[config.mk]
export PLATFORM = sky130hd
export DESIGN_NAME = oct_step_counter
export DESIGN_NICKNAME = d
export VERILOG_FILES = /design/src/rtl/oct_pkg.sv /design/src/rtl/btn_debounce.sv /design/src/rtl/oct_step_counter.sv
export SDC_FILE = /design/constraint.sdc
export NUM_CORES = 1
export LEC_CHECK = 0
export ABC_CLOCK_PERIOD_IN_PS = 4100
export CORE_ASPECT_RATIO = 0.75
export CORE_UTILIZATION = 42
export DETAILED_ROUTE_END_ITERATION = 8
export RECOVER_POWER = 50
export SKIP_CTS_REPAIR_TIMING = 1
export SLEW_MARGIN = 20
export SYNTH_ARGS = -nofsm -noshare
export SYNTH_HDL_FRONTEND = slang
export SYNTH_SLANG_ARGS = --single-unit
[constraint.sdc]
create_clock -name clk_i -period 4.1 [get_ports clk_i]
set_input_delay 0.615 -clock clk_i [delete_from_list [all_inputs] [get_ports clk_i]]
set_output_delay 0.615 -clock clk_i [all_outputs]
set_load 0.1 [all_outputs]
[src/rtl/oct_pkg.sv]
// Shared constants and single-digit octal increment/decrement helpers used by
// the step counter's ripple carry/borrow chain.
package oct_pkg;

  localparam int               OCT_W   = 3;
  localparam logic [OCT_W-1:0] OCT_MAX = 3'd7;

  typedef struct packed {
    logic             cy;
    logic [OCT_W-1:0] digit;
  } oct_res_t;

  function automatic oct_res_t oct_inc(input logic [OCT_W-1:0] d, input logic cin);
    oct_res_t r;
    r.cy    = cin && (d == OCT_MAX);
    r.digit = !cin ? d : ((d == OCT_MAX) ? '0 : d + 3'd1);
    return r;
  endfunction

  function automatic oct_res_t oct_dec(input logic [OCT_W-1:0] d, input logic bin);
    oct_res_t r;
    r.cy    = bin && (d == '0);
    r.digit = !bin ? d : ((d == '0) ? OCT_MAX : d - 3'd1);
    return r;
  endfunction

endpackage

[src/rtl/btn_debounce.sv]
// Push-button conditioner: 2-flop synchronizer, stability-count debounce and a
// one-cycle press pulse on the debounced 1->0 transition.
module btn_debounce #(
  parameter int DEBOUNCE_CYCLES = 500000
) (
  input  logic clk_i,
  input  logic rst_n_i,
  input  logic raw_n_i,
  output logic press_o
);

  localparam int            CW       = (DEBOUNCE_CYCLES > 1) ? $clog2(DEBOUNCE_CYCLES) : 1;
  localparam logic [CW-1:0] CNT_LAST = CW'(DEBOUNCE_CYCLES - 1);

  logic          meta_q;
  logic          sync_q;
  logic          db_q;
  logic          db_d;
  logic          db_dly_q;
  logic [CW-1:0] cnt_q;
  logic [CW-1:0] cnt_d;

  // Counter only advances while the synchronized level disagrees with the accepted one.
  always_comb begin
    db_d  = db_q;
    cnt_d = '0;
    if (sync_q != db_q) begin
      if (cnt_q == CNT_LAST) begin
        db_d = sync_q;
      end else begin
        cnt_d = cnt_q + CW'(1);
      end
    end
  end

  always_ff @(posedge clk_i or negedge rst_n_i) begin
    if (!rst_n_i) begin
      meta_q   <= 1'b0;
      sync_q   <= 1'b0;
      db_q     <= 1'b1;
      db_dly_q <= 1'b0;
      cnt_q    <= '0;
    end else begin
      meta_q   <= raw_n_i;
      sync_q   <= meta_q;
      db_q     <= db_d;
      db_dly_q <= db_q;
      cnt_q    <= cnt_d;
    end
  end

  assign press_o = db_dly_q & ~db_q;

endmodule

[src/rtl/oct_step_counter.sv]
// Multi-digit octal up/down counter stepped by a debounced button or a
// free-running tick; registered outputs feed the 7-segment decoders directly.
module oct_step_counter
  import oct_pkg::*;
#(
  parameter int NUM_DIGITS      = 2,
  parameter int DEBOUNCE_CYCLES = 500000,
  parameter int TICK_DIV        = 50000000
) (
  input  logic                        clk_i,
  input  logic                        rst_n_i,
  input  logic                        step_btn_i,
  input  logic                        up_i,
  input  logic                        run_i,
  input  logic                        clear_i,
  output logic [OCT_W*NUM_DIGITS-1:0] digits_o,
  output logic                        carry_o,
  output logic                        step_o
);

  localparam int            PW         = $clog2(TICK_DIV);
  localparam logic [PW-1:0] PRESC_LAST = PW'(TICK_DIV - 1);
  localparam int            DW         = OCT_W * NUM_DIGITS;

  logic [2:0]          sw_meta_q;
  logic [2:0]          sw_sync_q;
  logic                up_s, run_s, clear_s;
  logic [PW-1:0]       presc_q;
  logic [PW-1:0]       presc_d;
  logic                tick;
  logic                press;
  logic                step_req;
  logic [DW-1:0]       digits_q, digits_d;
  logic [DW-1:0]       inc_val, dec_val;
  logic [NUM_DIGITS:0] inc_c, dec_b;
  logic                carry_q, carry_d;
  logic                step_q, step_d;

  btn_debounce #(
    .DEBOUNCE_CYCLES(DEBOUNCE_CYCLES)
  ) u_btn (
    .clk_i   (clk_i),
    .rst_n_i (rst_n_i),
    .raw_n_i (step_btn_i),
    .press_o (press)
  );

  assign {clear_s, run_s, up_s} = sw_sync_q;

  assign tick     = run_s && (presc_q == PRESC_LAST);
  assign presc_d  = (!run_s || tick) ? '0 : presc_q + PW'(1);
  assign step_req = press | tick;

  // Ripple chains: digit 0 always receives the +1/-1, higher digits only on carry/borrow.
  assign inc_c[0] = 1'b1;
  assign dec_b[0] = 1'b1;

  for (genvar gi = 0; gi < NUM_DIGITS; gi++) begin : g_digit
    oct_res_t inc_r;
    oct_res_t dec_r;
    assign inc_r                       = oct_inc(digits_q[OCT_W*gi +: OCT_W], inc_c[gi]);
    assign dec_r                       = oct_dec(digits_q[OCT_W*gi +: OCT_W], dec_b[gi]);
    assign inc_val[OCT_W*gi +: OCT_W]  = inc_r.digit;
    assign dec_val[OCT_W*gi +: OCT_W]  = dec_r.digit;
    assign inc_c[gi+1]                 = inc_r.cy;
    assign dec_b[gi+1]                 = dec_r.cy;
  end

  always_comb begin
    digits_d = digits_q;
    carry_d  = 1'b0;
    step_d   = 1'b0;
    if (clear_s) begin
      digits_d = '0;
    end else if (step_req) begin
      step_d = 1'b1;
      if (up_s) begin
        digits_d = inc_val;
        carry_d  = inc_c[NUM_DIGITS];
      end else begin
        digits_d = dec_val;
        carry_d  = dec_b[NUM_DIGITS];
      end
    end
  end

  always_ff @(posedge clk_i or negedge rst_n_i) begin
    if (!rst_n_i) begin
      sw_meta_q <= '0;
      sw_sync_q <= '0;
      presc_q   <= '0;
      digits_q  <= '0;
      carry_q   <= 1'b0;
      step_q    <= 1'b0;
    end else begin
      sw_meta_q <= {clear_i, run_i, up_i};
      sw_sync_q <= sw_meta_q;
      presc_q   <= presc_d;
      digits_q  <= digits_d;
      carry_q   <= carry_d;
      step_q    <= step_d;
    end
  end

  assign digits_o = digits_q;
  assign carry_o  = carry_q;
  assign step_o   = step_q;

endmodule

==> results of run 1 <==
==> layer usage <==
metal	up-vias	GRT usage, %
met3	2	5.48
met4	0	5.14
met5	-	0
met2	67	26.3
li1	1264	-
met1	1230	25.8
==> kinds of logic after synthesis <==
logic type,count (synthesis),share of synthesized area (%)
fa+ha+maj,10,3.81
mux,2,0.648
compound gates,62,12.0
simple gates,149,25.3
flops,63,48.1
xor+xnor,25,6.67
buf+inv,27,3.43
==> stage by stage <==
| stage | cell area (sq um) | power (mW) |
|---|---|---|
| after floorplan | 3280 | 0.671 |
| after global placement | 3480 | 0.694 |
| after detailed placement | 3480 | 0.695 |
| after CTS | 3690 | 1.26 |
| after global routing | 3690 | 1.29 |
| final | 3690 | 1.24 |
==> report_power, final <==
| group | switching, mW | internal, mW | total [mW] |
|---|---|---|---|
| registers | 0.0105 | 0.630 | 0.641 |
| logic | 0.0280 | 0.0123 | 0.0403 |
| clock network | 0.230 | 0.329 | 0.558 |
| total | 0.268 | 0.971 | 1.24 |
==> worst max-delay path by stage <==
stage | from | end | slack, ns | cells past startpoint
3_3_place_gp | presc_q[0] | presc_q[20] | 1.88 | 5
5_1_grt | rst_n_i | u_btn.cnt_q[1] | 1.07 | 1
3_5_place_dp | presc_q[0] | presc_q[5] | 1.79 | 6
2_1_floorplan | digits_o[0] | digits_o[3] | 1.74 | 7
4_1_cts | digits_o[2] | digits_o[2] | 1.50 | 1
6_report | digits_o[2] | digits_o[2] | 1.53 | 1
==> cells in the final DEF (no fill, tap or decap), types with 3 or more instances in the layout <==
cell type,synthesis,routed
nand2_1,18,18
o211ai_1,3,3
nand4_1,14,14
inv_1,13,13
nand2b_1,4,4
nor3_1,8,8
a211oi_1,4,4
xnor2_1,15,15
nand3_1,21,21
nor4bb_1,3,3
dlygate4sd3_1,0,4
a21oi_1,25,25
clkdlybuf4s50_1,0,8
xor2_1,10,10
or3_1,8,8
ha_1,10,10
nor4_1,5,5
dfrtp_1,62,62
o21ai_0,10,10
and4_1,5,5
or4_1,11,11
o31ai_1,10,10
nor2_1,38,38
clkbuf_8,0,12
==> cell type report <==
| class | count | area share [%] |
|---|---|---|
| clock buffer | 13 | 4.58 |
| multi-input combinational | 248 | 43.1 |
| timing repair buffer | 15 | 3.76 |
| inverter | 13 | 1.32 |
| sequential | 63 | 42.7 |
| clock inverter | 3 | 1.08 |
| tap | 101 | 3.42 |
==> sequential cells by signal (all words and copies together) (netlist names) <==
signal          flops
u_btn.meta_q        1
u_btn.db_q          1
u_btn.cnt_q        19
u_btn.db_dly_q      1
digits_o            6
u_btn.sync_q        1
presc_q            26
step_o              1
carry_o             1
sw_sync_q           3
sw_meta_q           3
==> key figures, run 1 <==
Global route
  • Initial antenna violation count: 0
  • Global-route wire length before repair: between 10 and 15 mm
  • Global route overflow: 0
  • Vias in the first global route: 2402
  • Largest net degree at the start of global routing: 46
  • GRT Total Usage: 18.1%

Routing
  • Via count: 2563
  • WL final: 6.68 mm
  • Routed len/inst: 14.7 microns
  • Post-route ant nets: 0
  • DRT met1 WL: 3.46 mm
  • DRC Markers: 0
  • Met3 wire length: 311 microns
  • Initial drt markers: between 150 and 200
  • DR vias/cell: between 5 and 6
  • DRT Pass-1 Iters: 5
  • DR top layer: met4
  • Met2 WL: 2.89 mm

Floorplan
  • Chip Height: 78.5 microns
  • Die Wd: 104 microns
  • I/O pin count: 14
  • Core Box Area: about 7500 sq um
  • Site Rows: 27
  • Initial Util: 43.9%
  • DIE AREA: 8170 sq um

Cells and area
  • Layout area overhead: 12.5%
  • Number of inserted diodes: 0
  • Multi-input logic area: 1590 sq um
  • Finished Layout Cells: 456
  • Fillers: 702
  • Layout cells sized above 1: 7.61%
  • Final core occ: 49.4%
  • Post-layout nets: 366
  • FF+latch area: about 1600 sq um

Place
  • Dpl hpwl: ~4.5 mm
  • PortBufs: 13
  • DP Cell Count: 440
  • Pre-CTS WS: 1.79 ns
  • Placer congestion estimate: 0.843

Timing
  • Final setup vio count: 0
  • Worst slew pin tran: 2.48 ns
  • Hold Fails Final Rpt: 0
  • Final period util: 62.6%
  • Final worst slack: approximately 1.5 ns
  • Fin. max-slew vios: 46
  • Crit path time final: 2.57 ns
  • RSZ-0062 raised after global routing: false
  • Worst Hold Slack: ~0.35 ns
  • Setup_tns: 0 ns
  • Skew final: 0.00638 ns
  • Worst slew margin: -65.4%
  • Max Clk Rate: 390 MHz

Power and ir drop
  • Worst vdd ir: 0.167 mV
  • Pwr Density: 336 nW/um^2
  • Cell leakage power: 1.46 nW

Outcome
  • Outcome: complete, but fails checks
  • Failing checks: max-capacitance violations, max-slew violations

Setup path
  • Crit-path max FO: 7
  • CP required: 3.48 ns
  • Critical Path Sink Type: output port
  • R2r startpoint: presc_q[0]
  • CP delay by family, top: buffers and inverters
  • Worst setup path category: reg2out
  • Startpoint Class: flop
  • R2r endpoint: presc_q[10]
  • Slowest CP cell: clkdlybuf4s50_1
  • Critical path's largest stage delay: 1.17 ns
  • Worst Path Buf+Inv: 1
  • Reg2Reg Depth: 6
  • Crit path DAT: between 1.5 and 2 ns
  • Setup slack, reg-to-reg: between 1.5 and 2 ns
  • CP cell instances: clkdlybuf4s50_1

CTS
  • CTS tree: yes
  • Worst-path clk slew: 0.07 ns
  • Clock buffer depth: 2
  • Clock Sinks: 63
  • H-tree depth: 3
  • Clock Latency Late Sink: approximately 0.33 ns
  • CTS Root Cell: clkbuf_8
  • CTS Buf Count: 9

Yosys
  • Most frequent cells after synthesis: dfrtp_1, nor2_1, a21oi_1
  • Distinct cell type count after synthesis: 49
  • YS warnings: 0
  • Synth Cell Area: 3280 sq um
  • Synth area leaders: dfrtp_1, nor2_1, xnor2_1
  • Avg Inst Size Synth: 9.71 sq um
  • EDFF count, synth: 0
  • Asr flop ratio synth: 100%
  • Most common cell in the netlist: dfrtp_1
  • Sequential area share after synthesis: 48.1%
  • Yosys top cell by area: dfrtp_1
  • Yosys reg bits: 63
  • Syn Nets: about 350
  • Post-synth top flop: dfrtp_1
  • Top-area cell type share of the netlist area: between 40% and 50%
  • Cells after Synth: 338

Min path
  • Worst hold path class: reg2reg
  • Hold Path Depth: 0
  • Min-delay src: sw_meta_q[2]
  • Hold Path Sink: sw_sync_q[2]

Job
  • Max Cap Viol: 1
No activity file was read; power rests on OpenSTA's default activity.
==> run 2: changes to the inputs <==
ABC_CLOCK_PERIOD_IN_PS = 2200   (was 4100)
clock period = 2.2 ns   (was 4.1 ns; I/O delays follow)
==> run 2 against run 1 <==
The flow still finishes with violations (max-capacitance violations, max-slew violations). Worst setup slack got worse by 1.4 ns. Design area is 1.8% higher. Worst hold slack got worse by 0.0017 ns. Via count grew 1.7%. Sequential power increased by 86%. Combinational power is 110% higher. Non-clock buffer count up 11. Clock skew grew 0.0036 ns. Total power up 81%. Clock power is 72% higher.
==> key figures, run 2 (same netlist as run 1, synthesis figures left out) <==
CTS
  • Clock Sinks: 63 (unchanged)
  • Clock Latency Late Sink: 0.34 ns (was 0.33 ns)
  • CTS Buf Count: 9 (unchanged)
  • CTS Root Cell: clkbuf_8 (unchanged)
  • Worst-path clk slew: 0.06 ns (was 0.07 ns)
  • Clock buffer depth: 2 (unchanged)
  • CTS tree: yes (unchanged)
  • H-tree depth: 3 (unchanged)

Setup path
  • Worst Path Buf+Inv: 0 (was 1)
  • R2r endpoint: presc_q[24] (was presc_q[10])
  • Reg2Reg Depth: 5 (was 6)
  • Critical path's largest stage delay: 0.64 ns (was 1.17 ns)
  • Crit path depth: 5 (was 1)
  • Startpoint Class: flop (unchanged)
  • CP required: 2.46 ns (was 3.48 ns)
  • Crit-path max FO: 11 (was 7)
  • CP cell instances: ha_1, nand4_1, or4_4, or4_1, a21oi_1 (was clkdlybuf4s50_1)
  • R2r startpoint: presc_q[0] (unchanged)
  • Slowest CP cell: or4_4 (was clkdlybuf4s50_1)
  • Crit path DAT: 2.33 ns (was 1.95 ns)
  • CP delay by family, top: simple AND/OR/NAND/NOR gates (was buffers and inverters)
  • Critical Path Sink Type: flop (was output port)
  • Worst setup path category: reg2reg (was reg2out)
  • Setup slack, reg-to-reg: 0.12 ns (was 1.78 ns)
  • Critical Path Sink: presc_q[24] (was digits_o[2])
  • Worst Setup SP: presc_q[0] (was digits_o[2])

Timing
  • Setup_tns: 0 ns (unchanged)
  • Max Clk Rate: 481 MHz
  • Crit path time final: a little over 2 ns
  • Worst slew pin tran: 1.63 ns (was 2.48 ns)
  • Worst slew margin: -8.48% (was -65.4%)
  • Skew final: 0.00993 ns (was 0.00638 ns)
  • Hold Fails Final Rpt: 0 (unchanged)
  • RSZ-0062 raised after global routing: false (unchanged)
  • Fin. max-slew vios: 29 (was 46)
  • Final setup vio count: 0 (unchanged)
  • Final period util: 94.5%

Cells and area
  • Largest Register: presc_q (unchanged)
  • Most frequent cells in the layout: dfrtp_1, nor2_1, a21oi_1, nand3_1, buf_4 (was dfrtp_1, nor2_1, a21oi_1, nand3_1, nand2_1)
  • Number of inserted diodes: 0 (unchanged)
  • Final core occ: 50.3% (was 49.4%)
  • Finished Layout Cells: 467 (was 456)
  • Number of flip-flops in the largest register: 26 (unchanged)
  • Layout area overhead: 14.5% (was 12.5%)
  • Layout cells sized above 1: 13.7% (was 7.61%)
  • Post-layout nets: 377 (was 366)
  • Most common cell after layout, fill and taps aside: dfrtp_1 (unchanged)

Job
  • Max Cap Viol: 1 (unchanged)

Floorplan
  • I/O pin count: 14 (unchanged)
  • Initial Util: 43.9% (unchanged)
  • DIE AREA: 8170 sq um (unchanged)
  • Site Rows: 27 (unchanged)
  • Chip Height: 78.5 microns (unchanged)
  • Die Wd: 104 microns (unchanged)
  • Core Box Area: 7470 sq um (unchanged)

Routing
  • Initial drt markers: 145 (was 171)
  • WL final: 6.67 mm (was 6.68 mm)
  • DRT Pass-1 Iters: 4 (was 5)
  • Routed len/inst: 14.3 microns (was 14.7 microns)
  • Via count: 2606 (was 2563)
  • Post-route ant nets: 0 (unchanged)
  • DRC Markers: 0 (unchanged)
  • DR vias/cell: 5.58 (was 5.62)

Global route
  • Global route overflow: 0 (unchanged)
  • Largest net degree at the start of global routing: 30 (was 46)
  • Global-route wire length before repair: 11.8 mm (was 11.6 mm)
  • Vias in the first global route: 2483 (was 2402)
  • GRT Total Usage: 18.4% (was 18.1%)
  • Initial antenna violation count: 0 (unchanged)

Outcome
  • Outcome: complete, but fails checks (unchanged)
  • Failing checks: max-capacitance violations, max-slew violations (unchanged)

Place
  • Dpl hpwl: 4.63 mm (was 4.51 mm)
  • DP Cell Count: 451 (was 440)
  • Placer congestion estimate: 0.821 (was 0.843)
  • PortBufs: 13 (unchanged)

Min path
  • Worst hold path class: reg2reg (unchanged)

Power and ir drop
  • Worst vdd ir: 0.299 mV (was 0.167 mV)
  • Pwr Density: 596 nW/um^2 (was 336 nW/um^2)
  • Cell leakage power: 1.52 nW (was 1.46 nW)
-- run 2: cell count changes in the layout (fill, tap and decap cells not counted), moves of 3 or more --
cell / previous run / this run
dfrtp_2: 0 / 3
buf_4: 2 / 19
clkdlybuf4s50_1: 8 / 0
dfrtp_1: 62 / 59
-- run 2: per-stage QoR --
stage | setup slack, ns | area [sq um] | hold WS (ns) | power [mW]
finish | 0.121 | 3760 | 0.348 | 2.24
global route | 0.00611 | 3760 | 0.373 | 2.34
CTS | 0.00300 | 3770 | 0.0598 | 2.27
detailed placement | 0.0226 | 3570 | 0.335 | 1.31
global placement | 0.103 | 3570 | 0.334 | 1.30
floorplan | 0.0315 | 3280 | 0.0344 | 1.25
-- run 2: worst min-delay path by stage --
stage                     cells past startpoint  slack (ns)         start           end
after floorplan                               0        0.03       rst_n_i       carry_o
after global placement                        0        0.33  sw_meta_q[0]  sw_sync_q[0]
after detailed placement                      0        0.33  sw_meta_q[2]  sw_sync_q[2]
after CTS                                     1        0.06       rst_n_i       carry_o
after global routing                          0        0.37  sw_meta_q[0]  sw_sync_q[0]
final                                         0        0.35  sw_meta_q[2]  sw_sync_q[2]
-- run 2: report_power, final --
group          total, mW  internal (mW)  switching (mW)
logic             0.0862         0.0294          0.0567
registers           1.19           1.17          0.0161
clock network      0.962          0.531           0.431
-- run 2: area by class of cell --
cell class / instances / area (sq um)
clock buffers: 14 / 183
inverters: 13 / 48.8
multi-input cells: 248 / 1590
clock inverters: 2 / 12.5
fillers: 679 / 3710
repair buffers: 26 / 211
well taps: 101 / 126
flip-flops and latches: 63 / 1580
-- run 2: metal layers --
metal	track usage [%]	part of all wire [%]	up-vias
met1	26.4	52	1260
met5	0	0	-
li1	-	-	1289
met3	4.24	4.4	6
met2	27.0	43	51
met4	7.00	0.92	0
